## config.mk

```make
export PLATFORM = sky130hd
export DESIGN_NAME = pcie_event_counter_bank_flat
export DESIGN_NICKNAME = d
export VERILOG_FILES = /design/src/rtl/pcie_cnt_pkg.sv /design/src/rtl/pcie_event_counter_bank_if.sv /design/src/rtl/pcie_cnt_channel.sv /design/src/rtl/pcie_event_counter_bank.sv /design/src/flat_wrapper.sv
export SDC_FILE = /design/constraint.sdc
export NUM_CORES = 1
export LEC_CHECK = 0
export ABC_AREA = 0
export CAP_MARGIN = 15
export CORE_MARGIN = 2
export CORE_UTILIZATION = 54
export CTS_CLUSTER_DIAMETER = 200
export DETAILED_ROUTE_END_ITERATION = 16
export PLACE_DENSITY = 0.76
export SLEW_MARGIN = 0
export SYNTH_ARGS = -nofsm -noshare
export SYNTH_HDL_FRONTEND = slang
export SYNTH_SLANG_ARGS = --single-unit
```

## constraint.sdc

```tcl
create_clock -name clk -period 1.9 [get_ports clk]
set_input_delay 0.38 -clock clk [delete_from_list [all_inputs] [get_ports clk]]
set_output_delay 0.38 -clock clk [all_outputs]
set_load 0.005 [all_outputs]
```

## src/rtl/pcie_cnt_pkg.sv

```systemverilog
// Shared state encoding for the PCIe event counter bank.
// Latency: none (constants only).
// Backpressure: none.
package pcie_cnt_pkg;

  // One-hot control state driven by the upstream transaction-layer FSM.
  // Any pattern that is not one of these is held like IDLE.
  typedef enum logic [3:0] {
    ST_RESET  = 4'b0001,
    ST_INIT   = 4'b0010,
    ST_IDLE   = 4'b0100,
    ST_ACTIVE = 4'b1000
  } cnt_state_e;

endpackage

```

## src/rtl/pcie_event_counter_bank_if.sv

```systemverilog
// Control, event and read-port bundle between the transaction layer and the counter bank.
// Latency: none (wires only).
// Backpressure: none; the read port accepts one request every cycle.
interface pcie_event_counter_bank_if #(
  parameter int NCH   = 4,
  parameter int IDX_W = 3,
  parameter int CNT_W = 5
);
  logic [3:0]       state;
  logic [NCH-1:0]   inc;
  logic             req;
  logic [IDX_W-1:0] idx;
  logic [CNT_W-1:0] cuenta;
  logic             valid;
  logic             idx_err;
  logic [NCH-1:0]   ovf;
  logic             idle;

  modport master (
    output state, inc, req, idx,
    input  cuenta, valid, idx_err, ovf, idle
  );

  modport slave (
    input  state, inc, req, idx,
    output cuenta, valid, idx_err, ovf, idle
  );
endinterface

```

## src/rtl/pcie_cnt_channel.sv

```systemverilog
// One event counter with wrap or saturate behaviour and a sticky overflow flag.
// Latency: count updates on the edge after en/clr/clr_rd.
// Backpressure: none; one event per cycle is always absorbed.
module pcie_cnt_channel #(
  parameter int CNT_W    = 5,
  parameter int SAT_MODE = 0
) (
  input  logic             clk,
  input  logic             reset,
  input  logic             clr,
  input  logic             en,
  input  logic             clr_rd,
  output logic [CNT_W-1:0] count,
  output logic             ovf
);

  localparam logic [CNT_W-1:0] CNT_MAX = '1;

  // Counter and overflow flag; a clear-on-read that coincides with an event
  // restarts at 1 so the event is not lost.
  always_ff @(posedge clk or posedge reset) begin
    if (reset) begin
      count <= '0;
      ovf   <= 1'b0;
    end else if (clr) begin
      count <= '0;
      ovf   <= 1'b0;
    end else if (en) begin
      if (clr_rd) begin
        count <= CNT_W'(1);
      end else if (count == CNT_MAX) begin
        ovf   <= 1'b1;
        count <= (SAT_MODE != 0) ? CNT_MAX : '0;
      end else begin
        count <= count + 1'b1;
      end
    end else if (clr_rd) begin
      count <= '0;
    end
  end

endmodule

```

## src/rtl/pcie_event_counter_bank.sv

```systemverilog
// Bank of per-channel PCIe push counters gated by the one-hot control state, with a registered read port.
// Latency: read result (cuenta/valid/idx_err) one cycle after req; idle one cycle after state/count change.
// Backpressure: none; back-to-back reads return one result per cycle.
module pcie_event_counter_bank
  import pcie_cnt_pkg::*;
#(
  parameter int NCH      = 4,
  parameter int IDX_W    = 3,
  parameter int CNT_W    = 5,
  parameter int SAT_MODE = 0,
  parameter int CLR_RD   = 0
) (
  input logic                     clk,
  input logic                     reset,
  pcie_event_counter_bank_if.slave bus
);

  logic             st_reset;
  logic             st_active;
  logic             idx_ok;
  logic [CNT_W-1:0] cnt [NCH];
  logic [NCH-1:0]   ovf_w;
  logic [CNT_W-1:0] rd_val;
  logic             all_zero;
  logic [CNT_W-1:0] cuenta_q;
  logic             valid_q;
  logic             idx_err_q;
  logic             idle_q;

  // Non-one-hot states match neither compare and so simply hold the counters.
  assign st_reset  = (bus.state == ST_RESET);
  assign st_active = (bus.state == ST_ACTIVE);
  // Widen by one bit so NCH == 2**IDX_W does not alias to zero.
  assign idx_ok    = ({1'b0, bus.idx} < (IDX_W + 1)'(NCH));

  for (genvar g = 0; g < NCH; g++) begin : g_ch
    logic rd_clr;
    assign rd_clr = (CLR_RD != 0) && bus.req && (bus.idx == IDX_W'(g));

    pcie_cnt_channel #(
      .CNT_W    (CNT_W),
      .SAT_MODE (SAT_MODE)
    ) u_ch (
      .clk    (clk),
      .reset  (reset),
      .clr    (st_reset),
      .en     (st_active && bus.inc[g]),
      .clr_rd (rd_clr),
      .count  (cnt[g]),
      .ovf    (ovf_w[g])
    );
  end

  // Read mux: out-of-range index or a bank being cleared returns zero.
  always_comb begin
    rd_val = '0;
    for (int i = 0; i < NCH; i++) begin
      if (bus.idx == IDX_W'(i)) rd_val = cnt[i];
    end
    if (st_reset) rd_val = '0;
  end

  // Zero detect across every channel for the idle indication.
  always_comb begin
    all_zero = 1'b1;
    for (int i = 0; i < NCH; i++) begin
      if (cnt[i] != '0) all_zero = 1'b0;
    end
  end

  // Registered read result and idle flag; cuenta holds between requests.
  always_ff @(posedge clk or posedge reset) begin
    if (reset) begin
      cuenta_q  <= '0;
      valid_q   <= 1'b0;
      idx_err_q <= 1'b0;
      idle_q    <= 1'b0;
    end else begin
      valid_q   <= bus.req;
      idx_err_q <= bus.req && !idx_ok;
      if (bus.req) cuenta_q <= rd_val;
      idle_q    <= (bus.state == ST_IDLE) && all_zero;
    end
  end

  assign bus.cuenta  = cuenta_q;
  assign bus.valid   = valid_q;
  assign bus.idx_err = idx_err_q;
  assign bus.ovf     = ovf_w;
  assign bus.idle    = idle_q;

endmodule

```

## src/flat_wrapper.sv

```systemverilog
// flat-port wrapper written by rule: the top's interface ports become plain ports
module pcie_event_counter_bank_flat import pcie_cnt_pkg::*;
#(
  parameter int NCH      = 4,
  parameter int IDX_W    = 3,
  parameter int CNT_W    = 5,
  parameter int SAT_MODE = 0,
  parameter int CLR_RD   = 0
)
  (clk, reset, bus_state, bus_inc, bus_req, bus_idx, bus_cuenta, bus_valid, bus_idx_err, bus_ovf, bus_idle);
  pcie_event_counter_bank_if #(.NCH(NCH), .IDX_W(IDX_W), .CNT_W(CNT_W)) bus_i ();
  input logic clk;
  input logic reset;
  input wire logic [$bits(bus_i.state)-1:0] bus_state;
  input wire logic [$bits(bus_i.inc)-1:0] bus_inc;
  input wire logic [$bits(bus_i.req)-1:0] bus_req;
  input wire logic [$bits(bus_i.idx)-1:0] bus_idx;
  output wire logic [$bits(bus_i.cuenta)-1:0] bus_cuenta;
  output wire logic [$bits(bus_i.valid)-1:0] bus_valid;
  output wire logic [$bits(bus_i.idx_err)-1:0] bus_idx_err;
  output wire logic [$bits(bus_i.ovf)-1:0] bus_ovf;
  output wire logic [$bits(bus_i.idle)-1:0] bus_idle;
  assign bus_i.state = bus_state;
  assign bus_i.inc = bus_inc;
  assign bus_i.req = bus_req;
  assign bus_i.idx = bus_idx;
  assign bus_cuenta = bus_i.cuenta;
  assign bus_valid = bus_i.valid;
  assign bus_idx_err = bus_i.idx_err;
  assign bus_ovf = bus_i.ovf;
  assign bus_idle = bus_i.idle;
  pcie_event_counter_bank #(.NCH(NCH), .IDX_W(IDX_W), .CNT_W(CNT_W), .SAT_MODE(SAT_MODE), .CLR_RD(CLR_RD)) u_core (.clk(clk), .reset(reset), .bus(bus_i));
endmodule
```

After elaboration in Yosys (flattened, before gate mapping)
Index checks and enable logic that the tools add are counted.
Storage, ports and cells
  output and inout bits: 12
  register bits: 32
  input port bits: 14
Operators by class
  mux-type cells: 33
  order comparisons: 1
  reduce and logical (&&, ||, !) cells: 24
  add/sub/neg operators: 4
  equality and inequality tests: 10
Operator list (number)
  5-bit 2-to-1 mux: 17
  5-bit by 1-bit adder with 5-bit output, second input constant: 4
  5-bit == test, second input constant: 4
  5-bit nonzero test: 4
  1-bit 2-to-1 mux: 16
  2-bit nonzero test: 8
  2-bit AND reduction: 4
  3-bit by 2-bit == test with 1-bit output, second input constant: 2
  1-bit logical AND: 6
  4-bit by 1-bit == test with 1-bit output, second input constant: 1
  4-bit by 3-bit == test with 1-bit output, second input constant: 1
  4-bit == test, second input constant: 1
  3-bit by 1-bit == test with 1-bit output, second input constant: 1
  3-bit logical NOT: 1
  3-bit < comparator, second input constant: 1
  1-bit logical NOT: 1

Depth between registers and ports, before layout
  word-level depth: 6
  gate-level depth with buffers: 6

By module
From an unflattened synthesis, not the netlist that was laid out.
Second synthesis, totals
  cells, all modules: 183
  area total of the unflattened synthesis: 1840.5 um^2
Modules (own cells, without submodules)
  pcie_cnt_channel: area each 332.8 um^2, cells each 32, times used 4, seq. area each 150.1 um^2
  pcie_event_counter_bank: area each 509.2 um^2, cells each 55, times used 1, seq. area each 200.2 um^2

Worst setup path before layout
Ideal clock, no wire load.
  kind: reg2reg
  from: reg u_core.g_ch[1].u_ch.count[0]
  to: reg u_core.g_ch[1].u_ch.count[3]
  setup time: 82 ps
  required time: 1818 ps
  clock period less this slack: 1702 ps
  stages on the path, launching flop included: 7
  arrival: 1620 ps
  slack: 198 ps
  buffers on the path: 0
  cells stage by stage: dfrtp_1 -> ha_1 -> and3_1 -> ha_1 -> nor2_1 -> or4b_1 -> a31oi_1
On the way
  longest elaborated chain between the ends: 4
RTL lines
  start: declaration: line pcie_cnt_channel.sv:13  | output logic [CNT_W-1:0] count,
  start signal: assignment: line pcie_cnt_channel.sv:33  | count <= (SAT_MODE != 0) ? CNT_MAX : '0;
  start signal: assignment: line pcie_cnt_channel.sv:35  | count <= count + 1'b1;
  5-bit by 1-bit adder with 5-bit output or 5-bit == test (tied branches): line pcie_cnt_channel.sv:35, pcie_cnt_channel.sv:31
  5-bit 2-to-1 mux (*): line pcie_cnt_channel.sv:31  | end else if (count == CNT_MAX) begin
  5-bit 2-to-1 mux (*): line pcie_cnt_channel.sv:28  | end else if (en) begin
  5-bit 2-to-1 mux (*): line pcie_cnt_channel.sv:25  | end else if (clr) begin
Every way passes the cells marked *; elsewhere a longest branch is shown, timed or not. The select of a mux whose other input is x is not followed.
A chain may end at the register's enable or synchronous reset.

Final worst setup path
  from: in bus_state[0]
  to: reg u_core.g_ch[1].u_ch.count[0]
On the way
  longest elaborated chain between the ends: 3
RTL lines
  start: declaration: line flat_wrapper.sv:14  | input wire logic [$bits(bus_i.state)-1:0] bus_state;
  4-bit == test: line pcie_event_counter_bank.sv:32  | assign st_active = (bus.state == ST_ACTIVE);
  1-bit logical AND: line pcie_event_counter_bank.sv:47  | .en (st_active && bus.inc[g]),
  2-bit nonzero test (no line)
Parallel ways exist; a longest one is shown, timed or not.

==> results.toml <==
[floorplanning]
ioPinCount = 26
die_area_mm2 = 0.00403
start_util = 0.568
die_w_um = 63.5
die_y_um = 63.5
core_mm2 = 0.00336
num_rows = 21

[yosys]
synth_compound_area_frac = 0.165
synthCells = 197
synth-simple-area-share = 0.207
ys_seq_area_frac = 0.419
ys_dominant_reg_cell = "dfrtp_1"
synth_edf_count = 0
synthXorXnorAreaFrac = 0
synth_top_family_by_area = "simple AND/OR/NAND/NOR gates"
synth_fa_ha_area_frac = 0.0785
yosysWarnings = 0
synth.cell_area_mm2 = 0.00191
syn-num-nets = 223
synth_area_per_cell_um2 = 9.70
synth_mux_area_frac = 0.0641
ys_seq_elements = 32
async_flop_share = 1.00
ys_types = 40

[worst_setup_path]
end_kind = "flip-flop"
rrSetupSlack_ns = 0.07
r2r_cells = 6
critPathLaunchType = "input pin"
crit_start = "bus_state[0]"
worstPathRequired_ns = 2.17
critPathMaxFanout = 7
cpPeakStageDelay_ns = 0.57
path_cells = "clkdlybuf4s50_1, or4b_4, buf_4, or4_1, a21oi_1"
cpMaxStageDelayCell = "or4b_4"
worstReg2RegStart = "u_core.g_ch[1].u_ch.count[1]"
path_buf_inv = 2
path_delay_family = "simple AND/OR/NAND/NOR gates"
cp.arrival_ns = 2.12
worstReg2RegEnd = "u_core.g_ch[1].u_ch.count[3]"
crit_type = "input pin to flip-flop"

[cells_and_area]
seq_area_um2 = 801
design_area_mm2 = 0.00242
final_common_cell = "dfrtp_1"
fillCellCount = 276
multi_input_comb_area_um2 = 1000
syn2layout_area_growth_pct = 26.6
drive_above_1_share = 0.195
fin_nets = 266
n_antenna_cell = 0
final_cell_mix = "dfrtp_1, clkdlybuf4s50_1, buf_4"

[run]
drv_cap = 0

[grt]
grt_pass1_vias = 1728
grt_max_degree = 33
grt_util_all_layers = 0.261
antenna_found_initial = 0
grt_pass1_wl_um = 8160
grt_overflow_total = 0

[clock_tree]
cts.sinks = 32
cts_hold_buffers = 0
tritoncts = "yes"
clock_latency_ns = 0.33
clockRootBuffer = "clkbuf_4"
cts_max_level = 2
cts_buffer_depth = 2
path_clk_slew_ns = 0.10
cts_inserted_buffers = 5

[drt]
drt_iter0_drc = 104
drtAntennaViolNets = 0
drc = 0
vias = 1712
drtPass1Iterations = 4
wl_per_cell_um = 16.4
wl_um = 4710
routed_via_density = 5.97

[timing]
finalCritPeriodShare = 0.978
clock.fmax_mhz = 538
worstMarginPinSlew_ns = 0.403
hold_viol_final = 0
skew_ns = 0.00825
setup_viol = 0
drv_slew = 0
post-route-min-period_ns = 1.86
rsz0062_at_grt = "false"
relSlewSlack = 0.732
holdWs_ns = 0.430

[placement]
dp_hpwl_um = 3600
post_dp_cell_area_mm2 = 0.00235
numPortBuffers = 25
gp_congestion = 0.875

[status]
status = "complete, no violations"

[power_and_ir_drop]
finalPower_uw = 1580
power_density_mw_per_mm2 = 653
p_leak_uw = 0.00110
vdd_ir_drop_max_v = 0.000503

[hold_path]
hp-class = "input pin to asynchronous set/reset pin"
## registers in the layout, summed over array words and instances (netlist names)
register	count
u_core.bus.valid	1
u_core.bus.cuenta	5
u_core.bus.idle	1
u_core.g_ch.u_ch.ovf	4
u_core.g_ch.u_ch.count	20
u_core.bus.idx_err	1
## kinds of logic (layout without fill, tap and decap cells)
kind of cell    count (synthesis)  after routing
simple gates                   68             68
compound gates                 45             45
flops                          32             32
buf+inv                        29             73
fa+ha+maj                      12             12
mux                            11             11
## Yosys cell counts, types with 4 or more instances
master    count  share of area
nor2b_1       4          0.013
o211ai_1      7          0.027
ha_1         12          0.079
o31ai_1       5          0.020
dfrtp_1      32           0.42
nand2_1      10          0.020
and3_1        4          0.013
o21ai_0       7          0.018
mux2_2       10          0.059
o22ai_1       8          0.026
buf_4         4          0.016
nor2_1        7          0.014
clkbuf_1      6          0.012
nand3_1      14          0.037
and2_1        6          0.020
a21oi_1       4          0.010
inv_1        16          0.031
nor4_1        5          0.016
nand2b_1      4          0.013
## worst register-to-register path, delay by kind of cell, from the launching register on
kind / cells / cell delay, ns
AOI/OAI and AO/OA: 1 / 0.18
adders and majority gates: 2 / 0.42
DFF: 1 / 0.42
and+or+nand+nor: 3 / 0.73
## repair_timing
action,in CTS,in global routing
hold endpoints to repair,0,0
buffers inserted,0,1
resized for setup,0,1
setup endpoints to repair,0,1
## report_power, final
part | leakage, uW | internal [uW] | total (uW) | switching (uW)
Sequential | 0.000420 | 740 | 805 | 65.2
Combinational | 0.000645 | 198 | 373 | 175
Clock | 0.0000326 | 182 | 402 | 219
Total | 0.00110 | 1120 | 1580 | 459
## through the flow
stage / utilization / setup WS (ns) / instances / TNS, ns
final: 0.719 / 0.0420 / 287 / 0
after global routing: 0.719 / 0.0159 / 287 / 0
after CTS: 0.717 / 0.0422 / 286 / 0
after detailed placement: 0.699 / -0.277 / 278 / -3.12
after global placement: 0.699 / -0.229 / 278 / -2.60
after floorplan: - / 0.198 / 197 / 0
## layout make-up
type	count	area share
repair buffers	49	0.183
clock buffers	8	0.0243
multi-input cells	136	0.413
well taps	46	0.0238
inverters	16	0.0248
flip-flops and latches	32	0.331
## layer usage
layer,up-vias,GRT usage,part of all wire
li1,813,-,-
met1,842,0.328,0.42
met2,51,0.447,0.51
met3,6,0.0750,0.059
met4,0,0.0543,0.0093
met5,-,0,0
## how the worst max path moves through the flow
stage / endpoint / depth (start not counted)
floorplan: u_core.g_ch[1].u_ch.count[3] / 6
global placement: u_core.g_ch[1].u_ch.count[0] / 5
detailed placement: u_core.g_ch[1].u_ch.count[0] / 5
CTS: u_core.g_ch[1].u_ch.count[3] / 6
global route: u_core.g_ch[1].u_ch.count[0] / 5
finish: u_core.g_ch[1].u_ch.count[0] / 5
Power figures use the tool's default switching activity.
